[src/rtl/pit_bus_seq.sv]
// pit_bus_seq: turns host commands into timed 8254 counter-0 bus cycles.
// Define PIT_BUS_SEQ_GATE_EN to add the gate0 output that starts the counter after a program.
module pit_bus_seq #(
    parameter int STB_CYC = 2,
    parameter int GAP_CYC = 1
) (
    input  logic        clk,
    input  logic        RST_N,
    input  logic        cmd_valid,
    output logic        cmd_ready,
    input  logic [1:0]  cmd_op,
    input  logic [1:0]  cmd_rw,
    input  logic [2:0]  cmd_mode,
    input  logic        cmd_bcd,
    input  logic [15:0] cmd_count,
    output logic        rsp_valid,
    output logic        rsp_err,
    output logic [15:0] rsp_count,
    output logic [7:0]  rsp_status,
    output logic        CS_N,
    output logic [1:0]  a,
    output logic [7:0]  id,
    input  logic [7:0]  od,
    output logic        IOR_N,
    output logic        IOW_N
`ifdef PIT_BUS_SEQ_GATE_EN
    ,
    output logic        gate0
`endif
);

    typedef enum logic [1:0] {
        OP_PROG  = 2'b00,
        OP_LATCH = 2'b01,
        OP_RDBK  = 2'b10,
        OP_RSVD  = 2'b11
    } op_t;

    typedef enum logic [2:0] {
        S_IDLE, S_CHECK, S_SETUP, S_STROBE, S_HOLD, S_GAP, S_DONE
    } state_t;

    state_t      state;
    op_t         r_op;
    logic [1:0]  r_rw;
    logic [7:0]  r_lsb, r_msb, r_ctl;
    logic        r_err;
    logic [2:0]  nacc, idx;
    logic        cur_wr;
    logic [7:0]  b0, b1, st_b;
    logic [15:0] cnt;
    logic        cfg_ok;
    logic [1:0]  cfg_rw;

    function automatic logic nib_bad(input logic [7:0] b);
        return (b[7:4] > 4'd9) || (b[3:0] > 4'd9);
    endfunction

    logic [2:0] eff_mode;
    logic       legal;

    always_comb begin
        eff_mode = (cmd_mode[2:1] == 2'b11) ? {1'b0, cmd_mode[1:0]} : cmd_mode;
        legal    = 1'b1;
        case (cmd_op)
            OP_PROG: begin
                if (cmd_rw == 2'b00)
                    legal = 1'b0;
                if (cmd_bcd && ((cmd_rw[0] && nib_bad(cmd_count[7:0])) ||
                                (cmd_rw[1] && nib_bad(cmd_count[15:8]))))
                    legal = 1'b0;
                if (eff_mode == 3'd3 && ((cmd_rw == 2'b01 && cmd_count[7:0] == 8'h01) ||
                                         (cmd_rw == 2'b11 && cmd_count == 16'h0001)))
                    legal = 1'b0;
            end
            OP_LATCH, OP_RDBK: legal = cfg_ok;
            default:           legal = 1'b0;
        endcase
    end

    // Access 0 is always the control-word write; program follows with count writes, reads with od reads.
    logic [2:0] nidx;
    logic       n_wr;
    logic [1:0] n_a;
    logic [7:0] n_d;

    always_comb begin
        nidx = (state == S_CHECK) ? 3'd0 : idx + 3'd1;
        n_wr = (nidx == 3'd0) || (r_op == OP_PROG);
        n_a  = (nidx == 3'd0) ? 2'b11 : 2'b00;
        n_d  = 8'h00;
        if (nidx == 3'd0)
            n_d = r_ctl;
        else if (r_op == OP_PROG)
            n_d = (nidx == 3'd1 && r_rw != 2'b10) ? r_lsb : r_msb;
    end

    always_ff @(posedge clk) begin
        if (!RST_N) begin
            state      <= S_IDLE;
            cmd_ready  <= 1'b1;
            rsp_valid  <= 1'b0;
            rsp_err    <= 1'b0;
            rsp_count  <= '0;
            rsp_status <= '0;
            CS_N       <= 1'b1;
            a          <= '0;
            id         <= '0;
            IOR_N      <= 1'b1;
            IOW_N      <= 1'b1;
            cfg_ok     <= 1'b0;
            cfg_rw     <= '0;
            r_op       <= OP_PROG;
            r_rw       <= '0;
            r_lsb      <= '0;
            r_msb      <= '0;
            r_ctl      <= '0;
            r_err      <= 1'b0;
            nacc       <= '0;
            idx        <= '0;
            cur_wr     <= 1'b0;
            b0         <= '0;
            b1         <= '0;
            st_b       <= '0;
            cnt        <= '0;
`ifdef PIT_BUS_SEQ_GATE_EN
            gate0      <= 1'b0;
`endif
        end else begin
            case (state)
                S_IDLE: if (cmd_valid && cmd_ready) begin
                    cmd_ready <= 1'b0;
                    state     <= S_CHECK;
                    r_op      <= op_t'(cmd_op);
                    r_err     <= !legal;
                    r_lsb     <= cmd_count[7:0];
                    r_msb     <= cmd_count[15:8];
                    if (cmd_op == OP_PROG) begin
                        r_rw  <= cmd_rw;
                        r_ctl <= {2'b00, cmd_rw, cmd_mode, cmd_bcd};
                        nacc  <= (cmd_rw == 2'b11) ? 3'd3 : 3'd2;
                    end else if (cmd_op == OP_LATCH) begin
                        r_rw  <= cfg_rw;
                        r_ctl <= 8'h00;
                        nacc  <= (cfg_rw == 2'b11) ? 3'd3 : 3'd2;
                    end else begin
                        r_rw  <= cfg_rw;
                        r_ctl <= 8'hC2;
                        nacc  <= (cfg_rw == 2'b11) ? 3'd4 : 3'd3;
                    end
`ifdef PIT_BUS_SEQ_GATE_EN
                    if (cmd_op == OP_PROG && legal)
                        gate0 <= 1'b0;
`endif
                end
                S_CHECK: begin
                    if (r_err) begin
                        state     <= S_DONE;
                        rsp_valid <= 1'b1;
                        rsp_err   <= 1'b1;
                    end else begin
                        state  <= S_SETUP;
                        idx    <= nidx;
                        cur_wr <= n_wr;
                        CS_N   <= 1'b0;
                        a      <= n_a;
                        id     <= n_d;
                    end
                end
                S_SETUP: begin
                    state <= S_STROBE;
                    cnt   <= '0;
                    if (cur_wr)
                        IOW_N <= 1'b0;
                    else
                        IOR_N <= 1'b0;
                end
                S_STROBE: begin
                    if (cnt == 16'(STB_CYC - 1)) begin
                        state <= S_HOLD;
                        IOW_N <= 1'b1;
                        IOR_N <= 1'b1;
                    end else begin
                        cnt <= cnt + 16'd1;
                    end
                end
                S_HOLD: begin
                    state <= S_GAP;
                    CS_N  <= 1'b1;
                    cnt   <= '0;
                    if (!cur_wr) begin
                        if (r_op == OP_RDBK && idx == 3'd1)
                            st_b <= od;
                        else if ((r_op == OP_RDBK && idx == 3'd3) || (r_op == OP_LATCH && idx == 3'd2))
                            b1 <= od;
                        else
                            b0 <= od;
                    end
                end
                S_GAP: begin
                    if (cnt == 16'(GAP_CYC - 1)) begin
                        if (nidx == nacc) begin
                            state     <= S_DONE;
                            rsp_valid <= 1'b1;
                            rsp_err   <= 1'b0;
                            if (r_op == OP_PROG) begin
                                cfg_ok <= 1'b1;
                                cfg_rw <= r_rw;
`ifdef PIT_BUS_SEQ_GATE_EN
                                gate0  <= 1'b1;
`endif
                            end else begin
                                case (r_rw)
                                    2'b01:   rsp_count <= {8'h00, b0};
                                    2'b10:   rsp_count <= {b0, 8'h00};
                                    default: rsp_count <= {b1, b0};
                                endcase
                                if (r_op == OP_RDBK)
                                    rsp_status <= st_b;
                            end
                        end else begin
                            state  <= S_SETUP;
                            idx    <= nidx;
                            cur_wr <= n_wr;
                            CS_N   <= 1'b0;
                            a      <= n_a;
                            id     <= n_d;
                        end
                    end else begin
                        cnt <= cnt + 16'd1;
                    end
                end
                S_DONE: begin
                    state     <= S_IDLE;
                    rsp_valid <= 1'b0;
                    rsp_err   <= 1'b0;
                    cmd_ready <= 1'b1;
                end
                default: state <= S_IDLE;
            endcase
        end
    end

endmodule
[config.mk]
export PLATFORM = sky130hd
export DESIGN_NAME = pit_bus_seq
export DESIGN_NICKNAME = d
export VERILOG_FILES = /design/src/rtl/pit_bus_seq.sv
export SDC_FILE = /design/constraint.sdc
export NUM_CORES = 1
export LEC_CHECK = 0
export CORE_MARGIN = 3
export CORE_UTILIZATION = 55
export CTS_CLUSTER_SIZE = 30
export DETAILED_ROUTE_END_ITERATION = 6
export HOLD_SLACK_MARGIN = 0.02
export PLACE_DENSITY_LB_ADDON = 0.05
export SYNTH_ARGS = -nofsm -noshare
export SYNTH_HDL_FRONTEND = slang
export SYNTH_SLANG_ARGS = --single-unit
[constraint.sdc]
create_clock -name clk -period 2.65 [get_ports clk]
set_input_delay 0.53 -clock clk [delete_from_list [all_inputs] [get_ports clk]]
set_output_delay 0.53 -clock clk [all_outputs]
set_load 0.02 [all_outputs]
After elaboration in Yosys (flattened, before gate mapping)
Index checks and enable logic that the tools add are counted.
{"block": "classes", "n_reduce_logical": 47, "bitwise": 4, "add_sub_neg": 2, "mux": 62, "eq_ne": 37, "n_lt_le_gt_ge": 4}
{"cell": "2-to-1 mux 8 bit", "n": 8}
{"cell": "one-hot mux 16 bit (3 select lines)", "n": 1}
{"cell": "2-to-1 mux 3 bit", "n": 13}
{"cell": "== test 16 x 1 -> 1 bit, second input constant", "n": 2}
{"cell": "2-to-1 mux 16 bit", "n": 2}
{"cell": "one-hot mux 16 bit (2 select lines)", "n": 1}
{"cell": "AND reduction 4 bit", "n": 7}
{"cell": "inequality test 2 bit, second input constant", "n": 12}
{"cell": "2-to-1 mux 1 bit", "n": 20}
{"cell": "one-hot mux 3 bit (6 select lines)", "n": 1}
{"cell": "adder 16 x 1 -> 16 bit, second input constant", "n": 1}
{"cell": "greater-than comparator 4 bit, second input constant", "n": 4}
{"cell": "zero test 16 bit", "n": 1}
{"cell": "one-hot mux 8 bit (2 select lines)", "n": 1}
{"cell": "== test 3 x 2 -> 1 bit, second input constant", "n": 5}
{"cell": "AND reduction 3 bit", "n": 5}
{"cell": "== test 2 bit, second input constant", "n": 6}
{"cell": "logical AND 1 bit", "n": 11}
{"cell": "2-to-1 mux 2 bit", "n": 5}
{"cell": "one-hot mux 1 bit (2 select lines)", "n": 5}
{"cell": "== test 3 x 1 -> 1 bit, second input constant", "n": 3}
{"cell": "== test 3 bit, second input constant", "n": 3}
{"cell": "one-hot mux 1 bit (3 select lines)", "n": 3}
{"cell": "nonzero test 3 bit", "n": 3}
{"cell": "other kinds (15)", "n": 33}
{"block": "totals", "reg_bits": 122, "elab_cells": 182, "inputBits": 35, "output_inout_bits": 40}

Depth between registers and ports, before layout
Gate-level depths: netlist of the first run.
{"block": "logic_depth", "word_depth": 10, "depth_mapped": 9, "depth_no_buf": 7}

Least setup slack after synthesis of the first run
OpenSTA, ideal clock, no wires.
{"block": "synth_timing", "path_type": "register -> register", "start": "reg idx[0]", "end": "reg id[6]", "stages_incl_launch_ff": 9, "t_arrival_ps": 2009, "n_path_buf": 1, "synth_period_minus_slack_ps": 2126, "t_required_ps": 2534, "path_slack_ps": 524, "setup_time_ps": 116, "cell_sequence": "dfxtp_1 > ha_1 > ha_1 > nand2_1 > o22ai_1 > or3_1 > clkbuf_1 > o211ai_1 > o211a_1"}
{"block": "synth_via", "elab_chain_len": 10, "elab_cells_between_ends": 15, "classes_between": "add/sub (1); eq/ne (3); mux (8); reduce/logical (3)"}
{"item": "start: declaration", "line_no": "48", "rtl": "logic [2:0] nacc, idx;"}
{"item": "start signal: assignment", "line_no": "163", "rtl": "idx <= nidx;"}
{"item": "start signal: assignment", "line_no": "223", "rtl": "idx <= nidx;"}
{"item": "adder 3 x 1 -> 3 bit *", "line_no": "88", "rtl": "nidx = (state == S_CHECK) ? 3'd0 : idx + 3'd1;"}
{"item": "2-to-1 mux 3 bit *", "line_no": "88"}
{"item": "== test 3 x 1 -> 1 bit", "line_no": "95", "rtl": "n_d = (nidx == 3'd1 && r_rw != 2'b10) ? r_lsb : r_msb;"}
{"item": "logical AND 1 bit", "line_no": "95"}
{"item": "2-to-1 mux 8 bit", "line_no": "95"}
{"item": "2-to-1 mux 8 bit", "line_no": "94", "rtl": "else if (r_op == OP_PROG)"}
{"item": "2-to-1 mux 8 bit", "line_no": "92", "rtl": "if (nidx == 3'd0)"}
{"item": "2-to-1 mux 8 bit", "line_no": "202", "rtl": "if (nidx == nacc) begin"}
{"item": "2-to-1 mux 8 bit", "line_no": "201", "rtl": "if (cnt == 16'(GAP_CYC - 1)) begin"}
{"item": "one-hot mux 8 bit (2 select lines)", "line_no": "130", "rtl": "case (state)"}
{"item": "end signal: assignment", "line_no": "167", "rtl": "id <= n_d;"}
{"item": "end signal: assignment", "line_no": "227", "rtl": "id <= n_d;"}
{"item": "end: declaration", "line_no": "22", "rtl": "output logic [7:0] id,"}
Every way passes the cells marked *; elsewhere a longest branch is shown, timed or not. The select of a mux whose other input is x is not followed.
A chain may end at the register's enable or synchronous reset.

Final worst setup path of the first run
Same ends and word-level chain as after synthesis.

==> impl_summary.txt, run 1 <==
----------------------------------------------------
[Logic synthesis]
  Count of flip-flops with a built-in enable after synthesis ... 0
  Distinct cell type count of the synthesized netlist ... 57
  Post-synth top flop ... dfxtp_1
  Cell with the most instances after synthesis ... dfxtp_1
  Synthesized Nets ... 714
  Post-synthesis cell area ... 0.00563 mm2
  Seq/Total Area, Yosys ... 42.6%
  Top cell type's share of synthesized area ... 42.6%
  List of most frequent post-synthesis cells ... dfxtp_1 (120), nand2_1 (93), nor2_1 (75), a21oi_1 (67), mux2i_1 (48)
  Instance count of the mapped netlist ... 665
  Number of register bits inferred by synthesis ... 120
  Total number of yosys warnings ... 0
  Post-synth top area cell ... dfxtp_1
  Avg Cell Area, Syn ... 8.47 um2
  Synth area leaders ... dfxtp_1 (43%), mux2i_1 (8.5%), nand2_1 (6.2%)
  Async set-reset flop share out of synthesis ... 0%

[Worst setup path]
  Sort of element at the end of the critical path ... flip-flop
  Element type at the critical path start ... flip-flop
  Worst reg-to-reg path cell count ... 7
  Arrival time of the worst setup path ... 2.80 ns
  Worst R2R End ... id[6]
  Worst R2R Start ... idx[0]
  Worst-path fanout max ... 21
  Series of cell instances along the critical path ... inv_1 -> ha_1 -> xor2_1 -> o211ai_1 -> a31o_2 -> o211ai_1 -> o211a_1
  Cell with the most instances on the worst path ... o211ai_1
  Max stage delay on crit path ... 0.47 ns
  Register-to-register path setup slack ... 0.26 ns
  WP data required ... 3.05 ns
  Critical setup path kind ... reg2reg
  Max stage delay cell, worst path ... a31o_2

[Power and ir drop]
  Pwr/cell area ... 837 mW/mm2
  Leak pwr ... 2.83 nW
  Peak ir drop on the vdd network ... 0.455 mV

[Place]
  Placement-stage worst setup slack ... 0.257 ns
  Routability cong. ... 0.813
  HPWL Detailed ... 9.57 mm
  Placed cell areas ... 0.00646 mm2
  Count of input and output buffers ... 74

[Drt]
  Number of DRC violations after detailed-routing iteration 0 ... 285
  Routed wire length ... 13.7 mm
  WL/cell ... 15.7 um
  Routed via count ... 5024
  Number of nets with antenna violations after routing ... 0
  Via-per-instance ratio ... 5.75
  DRC violations left ... 0
  Number of optimization iterations in the first detailed-route pass ... 6

[Timing]
  Setup Total Neg Slack ... 0 ns
  Total setup violations reported at the end of the flow ... 0
  Final Worst Setup Slack ... 0.257 ns
  Peak clock frequency supported by timing ... 418 MHz
  Setup Skew ... 0.00328 ns
  Unrepaired setup endpoints after global routing ... false
  Number of max-slew violations in the final report ... 0
  Transition time of the tightest slew-check pin ... 1.11 ns
  Time the final worst path needs with I/O delays and setup ... 2.39 ns
  Number of hold violations in the final report ... 0
  Fraction of the cycle the final worst path needs ... 90.3%
  Worst-case headroom to the max-slew limit ... 25.6%

[Floorplan]
  Die outline height ... 107 um
  Total die area ... 0.0115 mm2
  Placeable core area ... 0.00986 mm2
  Horizontal die dimension ... 107 um
  Initial Utilization ... 57.1%
  Total number of placement rows ... 36
  Number of top-level pins ... 75

[GRT]
  Number of global-route vias before repair ... 4824
  Initial antenna violation count ... 0
  Fraction of met3 tracks used by global routing ... 5.60%
  Global route total overflow ... 0
  GR Layer Usage met2 ... 40.2%
  Pin count of the biggest net entering global routing ... 39
  Wire length of the first global-routing pass ... 23.0 mm
  Global route hottest layer ... met2
  Total global-route track usage ... 24.8%
  Met1 GRT Util ... 33.2%

[CTS]
  Number of resized instances in the post-cts repair step ... 0
  Total CTS buffers ... 17
  Hold-fix buffers, CTS ... 0
  Post-CTS setup buffer count ... 0
  CTS sink cnt ... 120
  Root cell of the clock tree ... clkbuf_8
  H-tree levels ... 4
  Worst skew pair latency ... 0.51 ns
  CTS Buffer Depth ... 2
  CTS tree ... built
  Clk pin slew, worst setup/hold paths ... 0.06 ns

[Hold path]
  Hold wc startpoint ... rsp_count[7]
  Class of the worst hold path ... reg2reg
  Worst Hold Endpoint ... rsp_count[7]
  Number of cells on the worst hold path ... 2

[Layout]
  Area grow syn2layout ... 25.4%
  Post-route cell area ... 0.00706 mm2
  Fraction of final layout cells sized beyond drive strength 1 ... 8.92%
  Number of antenna cells inserted ... 0
  Layout net count ... 776
  Share of the core filled with cells ... 71.6%

[Outcome]
  Outcome ... completed

[Flow run]
  Max-cap violation count ... 0

----------------------------------------------------
kinds of logic after synthesis:
group,after synthesis,synth area share (%)
DFF,120,42.6
and+or+nand+nor,264,23.1
muxes,48,8.53
xor gates and xnor gates,4,0.622
adders and majority gates,14,3.11
buffers and inverters,62,4.86
AOI/OAI and AO/OA,153,17.2
how the worst max path moves through the flow:
| stage | startpoint | end | slack, ns | cells after the start |
|---|---|---|---|---|
| floorplan | idx[0] | id[6] | 0.52 | 8 |
| global placement | cmd_valid | r_ctl[6] | 0.34 | 6 |
| detailed placement | idx[0] | id[6] | 0.26 | 7 |
| CTS | idx[0] | id[6] | 0.24 | 7 |
| global route | idx[0] | id[6] | 0.06 | 7 |
| finish | idx[0] | id[6] | 0.26 | 7 |
report_power, final:
| part | internal, mW | total, mW | switching, mW |
|---|---|---|---|
| combinational | 0.606 | 1.43 | 0.827 |
| clock | 1.46 | 2.30 | 0.838 |
| sequential | 1.98 | 2.18 | 0.195 |
cell usage in the layout (no fill, tap or decap), types with 6 or more instances in the layout:
master           instances
clkbuf_16               16
mux2i_1                 48
clkdlybuf4s50_1         74
ha_1                    14
and3_1                   6
nand3_1                 21
nand2_1                 93
buf_4                   14
a2111o_1                 7
inv_1                   15
a2bb2oi_1                6
nand4_1                 12
a211oi_1                 6
a211oi_2                 6
dfxtp_1                120
o21ai_0                 38
a21oi_1                 67
nor2_1                  75
nor3_1                   6
state kept, by name, summed over array words and instances, names as in the netlist, 2 cells and up:
signal and count:
cnt 16, r_msb 8, r_lsb 8, st_b 8, rsp_status 8, r_op 2, r_ctl 7, r_rw 2
b0 8, cfg_rw 2, idx 3, nacc 3, b1 8, state 3, rsp_count 16, id 8
routing by layer:
layer	part of all wire, %	vias to the layer above
met4	1.0	0
met5	0	-
li1	-	2480
met1	46	2364
met3	5.7	13
met2	47	167
stage by stage:
stage | total power [mW] | std cells | hold slack, ns
floorplan | 3.12 | 665 | 0.426
global placement | 3.59 | 841 | 0.439
detailed placement | 3.63 | 841 | 0.446
CTS | 5.93 | 873 | 0.454
global route | 6.20 | 873 | 0.465
finish | 5.91 | 873 | 0.455
layout make-up:
| cell class | instances | area (um2) |
|---|---|---|
| multi-input combinational | 483 | 2970 |
| fill | 775 | 2800 |
| sequential | 120 | 2400 |
| timing repair buffer | 89 | 866 |
| clock buffer | 18 | 428 |
| clock inverter | 14 | 174 |
| tap | 133 | 166 |
| inverter | 16 | 60.1 |
critical path, delay by kind of cell, from the launching register on:
family                   cells  cell delay (ns)
adder cells (fa/ha/maj)      1             0.36
buffers and inverters        1             0.12
flip-flops                   1             0.44
XOR/XNOR                     1             0.17
AO/OA/AOI/OAI                4             1.19
Note: power is estimated with default switching activity, not from simulation.
==> run 2, diff against run 1 <==
CAP_MARGIN = 20   (was not set)
==> run 2 against run 1 <==
  * Setup slack worse by 0.0063 ns
  * Maximum frequency down 0.26%
  * Global-route usage unchanged
  * Critical endpoint unchanged
  * First-iteration DRC count up 13%
  * Final cell count up 0.11%
  * Clock skew up 0.00092 ns
  * Sequential power about the same
  * Critical path depth unchanged
  * Flip-flop and latch count unchanged
  * Clock power about the same
  * Register-to-register slack about the same
==> impl_summary.txt, run 2 (same netlist as run 1, synthesis figures left out) <==
----------------------------------------------------
[Timing]
  Setup Total Neg Slack ... 0 ns (unchanged)
  Time the final worst path needs with I/O delays and setup ... 2.40 ns (+0.00633 ns)
  Fraction of the cycle the final worst path needs ... 90.5% (+0.24 points)
  Transition time of the tightest slew-check pin ... 0.651 ns (-0.458 ns)
  Worst-case headroom to the max-slew limit ... 56.5% (+31 points)
  Peak clock frequency supported by timing ... 417 MHz (-0.26%)
  Setup Skew ... 0.00420 ns (+0.000919 ns)
  Number of max-slew violations in the final report ... 0 (unchanged)
  Unrepaired setup endpoints after global routing ... false
  Number of hold violations in the final report ... 0 (unchanged)
  Total setup violations reported at the end of the flow ... 0 (unchanged)

[Worst setup path]
  Worst-path fanout max ... 21 (unchanged)
  Arrival time of the worst setup path ... 2.81 ns (about the same)
  Critical setup path kind ... reg2reg
  Element type at the critical path start ... flip-flop
  WP data required ... 3.06 ns (about the same)
  Sort of element at the end of the critical path ... flip-flop

[GRT]
  Global route total overflow ... 0 (unchanged)
  Wire length of the first global-routing pass ... 23.0 mm (unchanged)
  Pin count of the biggest net entering global routing ... 39 (unchanged)
  Initial antenna violation count ... 0 (unchanged)
  Number of global-route vias before repair ... 4824 (unchanged)
  Total global-route track usage ... 24.8% (unchanged)

[Power and ir drop]
  Peak ir drop on the vdd network ... 0.457 mV (+0.31%)
  Leak pwr ... 2.83 nW (+0.17%)
  Pwr/cell area ... 838 mW/mm2 (about the same)

[CTS]
  Hold-fix buffers, CTS ... 0 (unchanged)
  Root cell of the clock tree ... clkbuf_8
  CTS Buffer Depth ... 2 (unchanged)
  Post-CTS setup buffer count ... 0 (unchanged)
  Total CTS buffers ... 17 (unchanged)
  Worst skew pair latency ... 0.51 ns (about the same)
  H-tree levels ... 4 (unchanged)
  Number of resized instances in the post-cts repair step ... 0 (unchanged)
  CTS sink cnt ... 120 (unchanged)
  CTS tree ... built
  Clk pin slew, worst setup/hold paths ... 0.06 ns (about the same)

[Layout]
  Layout net count ... 777 (+0.13%)
  Filler cells ... 773 (-0.26%)
  Fraction of final layout cells sized beyond drive strength 1 ... 9.04% (+0.12 points)
  Post-route cell area ... 0.00707 mm2 (+0.11%)
  Area grow syn2layout ... 25.5%
  Commonest non-fill, non-tap cell in the layout ... dfxtp_1
  Number of antenna cells inserted ... 0 (unchanged)
  Filler-free cell count of the finished design ... 874 (+0.11%)
  Biggest registers after layout ... cnt (16), rsp_count (16)
  Commonest non-fill, non-tap cells in the layout ... dfxtp_1 (120), nand2_1 (93), nor2_1 (75)

[Place]
  Routability cong. ... 0.813 (unchanged)
  Count of input and output buffers ... 74 (unchanged)
  Placed cell count ... 841 (unchanged)
  HPWL Detailed ... 9.57 mm (unchanged)
  Placed cell areas ... 0.00646 mm2 (unchanged)

[Drt]
  Number of nets with antenna violations after routing ... 0 (unchanged)
  Routed wire length ... 13.8 mm (+0.48%)
  DRC violations left ... 0 (unchanged)
  Number of optimization iterations in the first detailed-route pass ... 5 (-1)
  WL/cell ... 15.7 um (+0.37%)
  Number of DRC violations after detailed-routing iteration 0 ... 322 (+13%)
  Via-per-instance ratio ... 5.78 (+0.36%)
  Routed via count ... 5048 (+0.48%)

[Floorplan]
  Die outline height ... 107 um (unchanged)
  Number of top-level pins ... 75 (unchanged)
  Horizontal die dimension ... 107 um (unchanged)
  Total number of placement rows ... 36 (unchanged)
  Placeable core area ... 0.00986 mm2 (unchanged)
  Total die area ... 0.0115 mm2 (unchanged)
  Initial Utilization ... 57.1% (unchanged)

[Outcome]
  Outcome ... completed

[Hold path]
  Class of the worst hold path ... reg2reg

[Flow run]
  Max-cap violation count ... 0 (unchanged)

----------------------------------------------------
[run 2: changes by cell type in the layout (fill, tap and decap cells not counted), sizes merged]
cell,delta
buf,+1
[run 2: worst max-delay path: stages, from the launching register on]
cell and delay [ns]:
dfxtp_1 0.44, inv_1 0.12, ha_1 0.36, xor2_1 0.17
o211ai_1 0.42, a31o_2 0.48, o211ai_1 0.15, o211a_1 0.15
[run 2: stage by stage]
stage | power (mW) | hold slack, ns | setup slack, ns | utilization, %
finish | 5.92 | 0.454 | 0.251 | 71.7
global route | 6.20 | 0.465 | 0.0604 | 71.7
CTS | 5.93 | 0.454 | 0.240 | 71.6
detailed placement | 3.63 | 0.446 | 0.257 | 65.5
global placement | 3.59 | 0.439 | 0.336 | 65.5
floorplan | 3.12 | 0.426 | 0.524 | -
[run 2: cell type report]
type,instances,area [um2],share of cell area (%)
Clock buffer,18,428,6.05
Multi-Input combinational cell,483,2970,42.0
Sequential cell,120,2400,34.0
Inverter,16,60.1,0.849
Clock inverter,14,174,2.46
Timing Repair Buffer,90,873,12.4
Tap cell,133,166,2.35
[run 2: where the power goes]
part,internal [mW],total (mW),switching [mW]
combinational,0.611,1.44,0.831
sequential,1.98,2.18,0.195
clock,1.46,2.30,0.839
[run 2: layer usage]
metal  global-route usage, %  vias to the layer above  part of all wire, %  wire, um
li1                        -                     2485                    -         -
met1                    33.2                     2389                   46      6340
met2                    40.2                      158                   47      6520
met3                    5.60                       16                  5.5       750
met4                    7.03                        0                  1.0       142
met5                       0                        -                    0         0
[run 2: worst paths after layout]
check,startpoint,endpoint,slack [ns],cells after the start
setup / recovery,idx[0],id[6],0.25,7
hold / removal,r_ctl[3],r_ctl[3],0.45,2
setup reg to reg,idx[0],id[6],0.25,7
hold reg to reg,r_ctl[3],r_ctl[3],0.45,2
